File: src/rtl/demux_stream.sv
// demux_stream: registered 1-to-N stream demultiplexer.
// A single valid/ready input stream is steered by i_in_sel into a one-entry
// output slot per channel; each channel drains under its own handshake.
// Optional broadcast mode is enabled by defining DEMUX_BCAST_EN, which adds
// the i_in_bcast port and lets one accepted word load every slot at once.
module demux_stream #(
   parameter int WIDTH = 8,
   parameter int SEL_W = 2
) (
   input  logic                        i_clk,
   input  logic                        i_rst,
   input  logic                        i_in_valid,
   output logic                        o_in_ready,
   input  logic [WIDTH-1:0]            i_in_data,
   input  logic [SEL_W-1:0]            i_in_sel,
`ifdef DEMUX_BCAST_EN
   input  logic                        i_in_bcast,
`endif
   output logic [(2**SEL_W)-1:0]       o_out_valid,
   input  logic [(2**SEL_W)-1:0]       i_out_ready,
   output logic [(2**SEL_W)*WIDTH-1:0] o_out_data
);

   localparam int N = 2**SEL_W;

   logic [N-1:0]            r_slotValid;
   logic [N-1:0][WIDTH-1:0] r_slotData;
   logic [N-1:0]            w_slotFree;
   logic [N-1:0]            w_slotWrite;
   logic                    w_accept;

   // A slot is free when empty or when its consumer takes the word this cycle,
   // so a draining slot can be refilled without a bubble.
   always_comb begin
      w_slotFree = ~r_slotValid | i_out_ready;
   end

   // Input ready and per-slot write enables; ready never looks at i_in_valid.
   always_comb begin
      o_in_ready  = 1'b0;
      w_slotWrite = '0;
      w_accept    = 1'b0;
`ifdef DEMUX_BCAST_EN
      if (i_in_bcast) begin
         o_in_ready = &w_slotFree;
         w_accept   = i_in_valid && o_in_ready;
         if (w_accept) begin
            w_slotWrite = '1;
         end
      end else begin
         o_in_ready = w_slotFree[i_in_sel];
         w_accept   = i_in_valid && o_in_ready;
         if (w_accept) begin
            w_slotWrite[i_in_sel] = 1'b1;
         end
      end
`else
      o_in_ready = w_slotFree[i_in_sel];
      w_accept   = i_in_valid && o_in_ready;
      if (w_accept) begin
         w_slotWrite[i_in_sel] = 1'b1;
      end
`endif
   end

   // Slot registers: a write wins over a drain so the channel stays full,
   // a drain alone clears valid and leaves the data untouched.
   always_ff @(posedge i_clk) begin
      if (i_rst) begin
         r_slotValid <= '0;
         r_slotData  <= '0;
      end else begin
         for (int k = 0; k < N; k++) begin
            if (w_slotWrite[k]) begin
               r_slotValid[k] <= 1'b1;
               r_slotData[k]  <= i_in_data;
            end else if (r_slotValid[k] && i_out_ready[k]) begin
               r_slotValid[k] <= 1'b0;
            end
         end
      end
   end

   // Outputs come straight from the slot registers.
   always_comb begin
      o_out_valid = r_slotValid;
      o_out_data  = r_slotData;
   end

endmodule
File: config.mk
export PLATFORM = sky130hd
export DESIGN_NAME = demux_stream
export DESIGN_NICKNAME = d
export VERILOG_FILES = /design/src/rtl/demux_stream.sv
export SDC_FILE = /design/constraint.sdc
export NUM_CORES = 1
export LEC_CHECK = 0
export BUFFER_PORTS_ARGS = -buffer_cell sky130_fd_sc_hd__buf_4
export CAP_MARGIN = 15
export CORE_MARGIN = 1
export CORE_UTILIZATION = 48
export DETAILED_ROUTE_END_ITERATION = 8
export PLACE_DENSITY_LB_ADDON = 0.15
export SLEW_MARGIN = 20
export SYNTH_ARGS = -nofsm -noshare
export SYNTH_HDL_FRONTEND = slang
export SYNTH_SLANG_ARGS = --single-unit
File: constraint.sdc
create_clock -name i_clk -period 1.35 [get_ports i_clk]
set_clock_uncertainty 0.1 [all_clocks]
set_input_delay 0.27 -clock i_clk [delete_from_list [all_inputs] [get_ports i_clk]]
set_output_delay 0.27 -clock i_clk [all_outputs]
set_load 0.03 [all_outputs]
==> results_tabular.tex <==
\begin{tabular}{lr}
\hline
Metric & Value \\
\hline
\multicolumn{2}{l}{\textbf{Status}} \\
Run status & finished, violations left \\
Violated checks & DRC, setup timing \\
\multicolumn{2}{l}{\textbf{Final layout}} \\
Layout fillers & just over 200 \\
Final core area utilization & 75.23\% \\
Layout-stage area growth over the synthesis result & 45.63\% \\
Proportion of layout cells with a drive suffix above 1 & 43.22\% \\
\# diodes & 0 \\
\# nets final & between 200 and 250 \\
\multicolumn{2}{l}{\textbf{Timing}} \\
Pin slew with the least headroom to its limit & 309.4 ps \\
Final period utilization & 130.5\% \\
Final hold violation count & 0 \\
Period minus WS final & between 1500 and 2000 ps \\
Slew Viols, Final & 0 \\
Peak clock frequency supported by timing & 567.7 MHz \\
Fin worst setup slack & -411.4 ps \\
Final count of negative-setup-slack endpoints & 1 \\
Max-Slew Margin vs Limit & 79.37\% \\
RSZ-0062 raised after global routing & yes \\
\multicolumn{2}{l}{\textbf{Logic synthesis}} \\
Net count of the mapped netlist & 150 \\
Gate count after technology mapping & about 130 \\
Fraction of the yosys area taken by sequential cells & 49.32\% \\
Post-synthesis register bit count & 36 \\
Top cell type's share of synthesized area & 49.32\% \\
Unique masters post-synth & 14 \\
Syn. warnings & 0 \\
Cell types occupying the most area after synthesis & sky130\_fd\_sc\_hd\_\_dfxtp\_1 49\%, sky130\_fd\_sc\_hd\_\_mux2i\_1 22\%, sky130\_fd\_sc\_hd\_\_nand2b\_1 19\%, sky130\_fd\_sc\_hd\_\_mux4\_1 1.8\%, sky130\_fd\_sc\_hd\_\_a21oi\_1 1.4\% \\
Post-synth design cell area & 0.001461 mm\^{}2 \\
Top cell type by total area after synthesis & sky130\_fd\_sc\_hd\_\_dfxtp\_1 \\
Post-synthesis area per instance & 10.99 um\^{}2 \\
\multicolumn{2}{l}{\textbf{Clock network}} \\
Total clock buffers created by CTS & 5 \\
Post-cts hold buffer count & 0 \\
Number of sinks driven by the clock tree & 36 \\
Insertion delay to the later sink of the worst-skew pair & 330 ps \\
CTS root buffer & sky130\_fd\_sc\_hd\_\_clkbuf\_4 \\
H-tree lvl count & 2 \\
Maximum clock insertion buffer count & 2 \\
Clock transition at the register clock pins on the worst setup and hold paths after CTS & 110 ps \\
TritonCTS clock tree & yes \\
\multicolumn{2}{l}{\textbf{Pwr}} \\
Total leakage power & 1.052 nW \\
Total Power Consumption & between 0.002 and 0.0025 W \\
VDD IR-drop max & 0.8359 mV \\
Cell area power density & 1048 mW/mm\^{}2 \\
\multicolumn{2}{l}{\textbf{Detailed routing}} \\
Vias per cell & 4.970 \\
DR pass1 iterations & 6 \\
Number of vias in the routed layout & 1,143 \\
Routed wire per std cell & between 10 and 15 um \\
Final antenna-violating net count & 0 \\
Remaining DRCs & 3 \\
Final Routed Wirelength & 3270 um \\
Iter 0 DRT Violations & 32 \\
\multicolumn{2}{l}{\textbf{Global route}} \\
First-pass GRT wire length & 5209 um \\
Initial antenna violation count & 0 \\
Remaining Overflow, GRT & 0 \\
Total Routing Usage GR & 21.44\% \\
Number of global-route vias before repair & 1,184 \\
Largest net degree at the start of global routing & between 40 and 50 \\
\multicolumn{2}{l}{\textbf{Critical path}} \\
Startpoint-to-endpoint class of the critical path & reg -> out \\
Nature of the critical path startpoint & flop \\
CP Cell Sequence & nand2b\_4 > mux4\_2 > buf\_6 \\
Arrival time at the worst endpoint & 1390 ps \\
Required time of the critical path & 980 ps \\
Cell family contributing the most delay on the critical path & multiplexers \\
Critical path fanouts, max & 2 \\
Category of the worst setup path capture point & output port \\
Startpoint of the worst setup timing path & o\_out\_valid[3]\$\_SDFFE\_PP0P\_ \\
CP max-delay cell & sky130\_fd\_sc\_hd\_\_mux4\_2 \\
Buffers \& Inverters on Critical Path & 1 \\
Origin of the critical flop-to-flop path & o\_out\_valid[1]\$\_SDFFE\_PP0P\_ \\
Crit path largest cell delay & 480 ps \\
\multicolumn{2}{l}{\textbf{Flow run}} \\
Maxcap violations & 0 \\
\multicolumn{2}{l}{\textbf{Floorplanning}} \\
Area of the die & 0.003269 mm\^{}2 \\
Overall die height & 57.18 um \\
Number of placed I/O pins & 54 \\
Core outline area & 0.002829 mm\^{}2 \\
Initial Util & 51.66\% \\
Chip width & 57.18 um \\
Std-Cell Rows & 19 \\
\multicolumn{2}{l}{\textbf{Placement}} \\
Worst Setup Slack post-DPL & -200.3 ps \\
Port-buffer cells & 53 \\
Final estimated routing congestion in global placement & 0.7323 \\
\multicolumn{2}{l}{\textbf{Hold path}} \\
Start point of the worst min-delay path & i\_in\_data[0] \\
Type of the most critical hold path & in -> reg \\
\hline
\end{tabular}
-- synthesized netlist by cell type --
cell / count
sky130_fd_sc_hd__nand2b_1: 45
sky130_fd_sc_hd__dfxtp_1: 36
sky130_fd_sc_hd__mux2i_1: 32
sky130_fd_sc_hd__a21oi_1: 4
sky130_fd_sc_hd__clkbuf_1: 4
sky130_fd_sc_hd__buf_2: 3
sky130_fd_sc_hd__nand4b_1: 2
sky130_fd_sc_hd__and4_2: 1
sky130_fd_sc_hd__buf_6: 1
sky130_fd_sc_hd__mux4_1: 1
sky130_fd_sc_hd__nand4_1: 1
sky130_fd_sc_hd__nor2b_1: 1
sky130_fd_sc_hd__nor3_1: 1
sky130_fd_sc_hd__or3_1: 1
-- metrics by stage --
stage / instance area [um^2] / hold WS [ps] / setup TNS (ps) / cells
floorplan: 1488 / 357.6 / -46.78 / 133
global placement: 1998 / 359.6 / -665.5 / 221
detailed placement: 1998 / 364.3 / -1090 / 221
CTS: 2105 / 171.6 / -431.3 / 229
global route: 2128 / 180.2 / -492.2 / 230
finish: 2128 / 185.8 / -411.4 / 230
-- tightest hold or removal path, delay by kind of cell --
kind,cells,cell delay [ps]
buffers and inverters,1,80
muxes,1,130
and+or+nand+nor,1,100
-- repair_timing --
action	in CTS	in global routing
resized for setup	3	3
endpoints found under the setup margin	8	3
pin swaps	0	1
buffers inserted	0	1
-- layer usage --
metal | up-vias | global-route usage [%] | part of all wire (%)
li1 | 577 | - | -
met1 | 529 | 23.49 | 43
met2 | 32 | 38.66 | 51
met3 | 5 | 5.896 | 4.5
met4 | 0 | 9.408 | 1.2
met5 | - | 0 | 0
-- flip-flops by register name, summed over array words and instances (netlist names) --
name,cells
o_out_data,32
o_out_valid,4
-- logic make-up (layout without fill, tap and decap cells) --
kind of cell	count (synthesis)	after routing	share of synthesized area (%)
buffers and inverters	8	74	2.825
multiplexers	33	33	23.72
AO/OA/AOI/OAI	4	4	1.370
flip-flops	36	36	49.31
AND/OR/NAND/NOR	52	52	22.77
-- power breakdown --
group	internal (W)	switching [W]	total, W
combinational	0.000165	0.000175	0.000340
sequential	0.00110	0.0000234	0.00112
clock	0.000418	0.000354	0.000771
total	0.00168	0.000552	0.00223
-- worst paths after layout --
path / slack [ps] / end / depth (start not counted)
min: 190 / o_out_data[0]$_SDFFE_PP0P_ / 3
min reg2reg: 380 / o_out_data[6]$_SDFFE_PP0P_ / 2
max reg2reg: 30 / o_out_data[11]$_SDFFE_PP0P_ / 6
max: -410 / o_in_ready / 3
-- cell type report --
class	count	area, um^2	area share, %
sequential	36	735.7	34.57
multi-input combinational	89	735.7	34.57
tap	31	38.79	1.822
clock buffer	8	90.09	4.233
timing repair buffer	66	528.0	24.81
-- placed cells by master (no fill, tap or decap), types with 2 or more instances in the layout --
cell / n
sky130_fd_sc_hd__buf_4: 62
sky130_fd_sc_hd__nand2b_1: 41
sky130_fd_sc_hd__mux2i_1: 32
sky130_fd_sc_hd__dfxtp_1: 32
sky130_fd_sc_hd__clkbuf_4: 5
sky130_fd_sc_hd__nand2b_4: 4
sky130_fd_sc_hd__a21oi_1: 4
sky130_fd_sc_hd__dfxtp_4: 4
sky130_fd_sc_hd__nand4b_1: 2
sky130_fd_sc_hd__clkbuf_8: 2
sky130_fd_sc_hd__buf_6: 2
sky130_fd_sc_hd__buf_12: 2
Power figures use the tool's default switching activity.
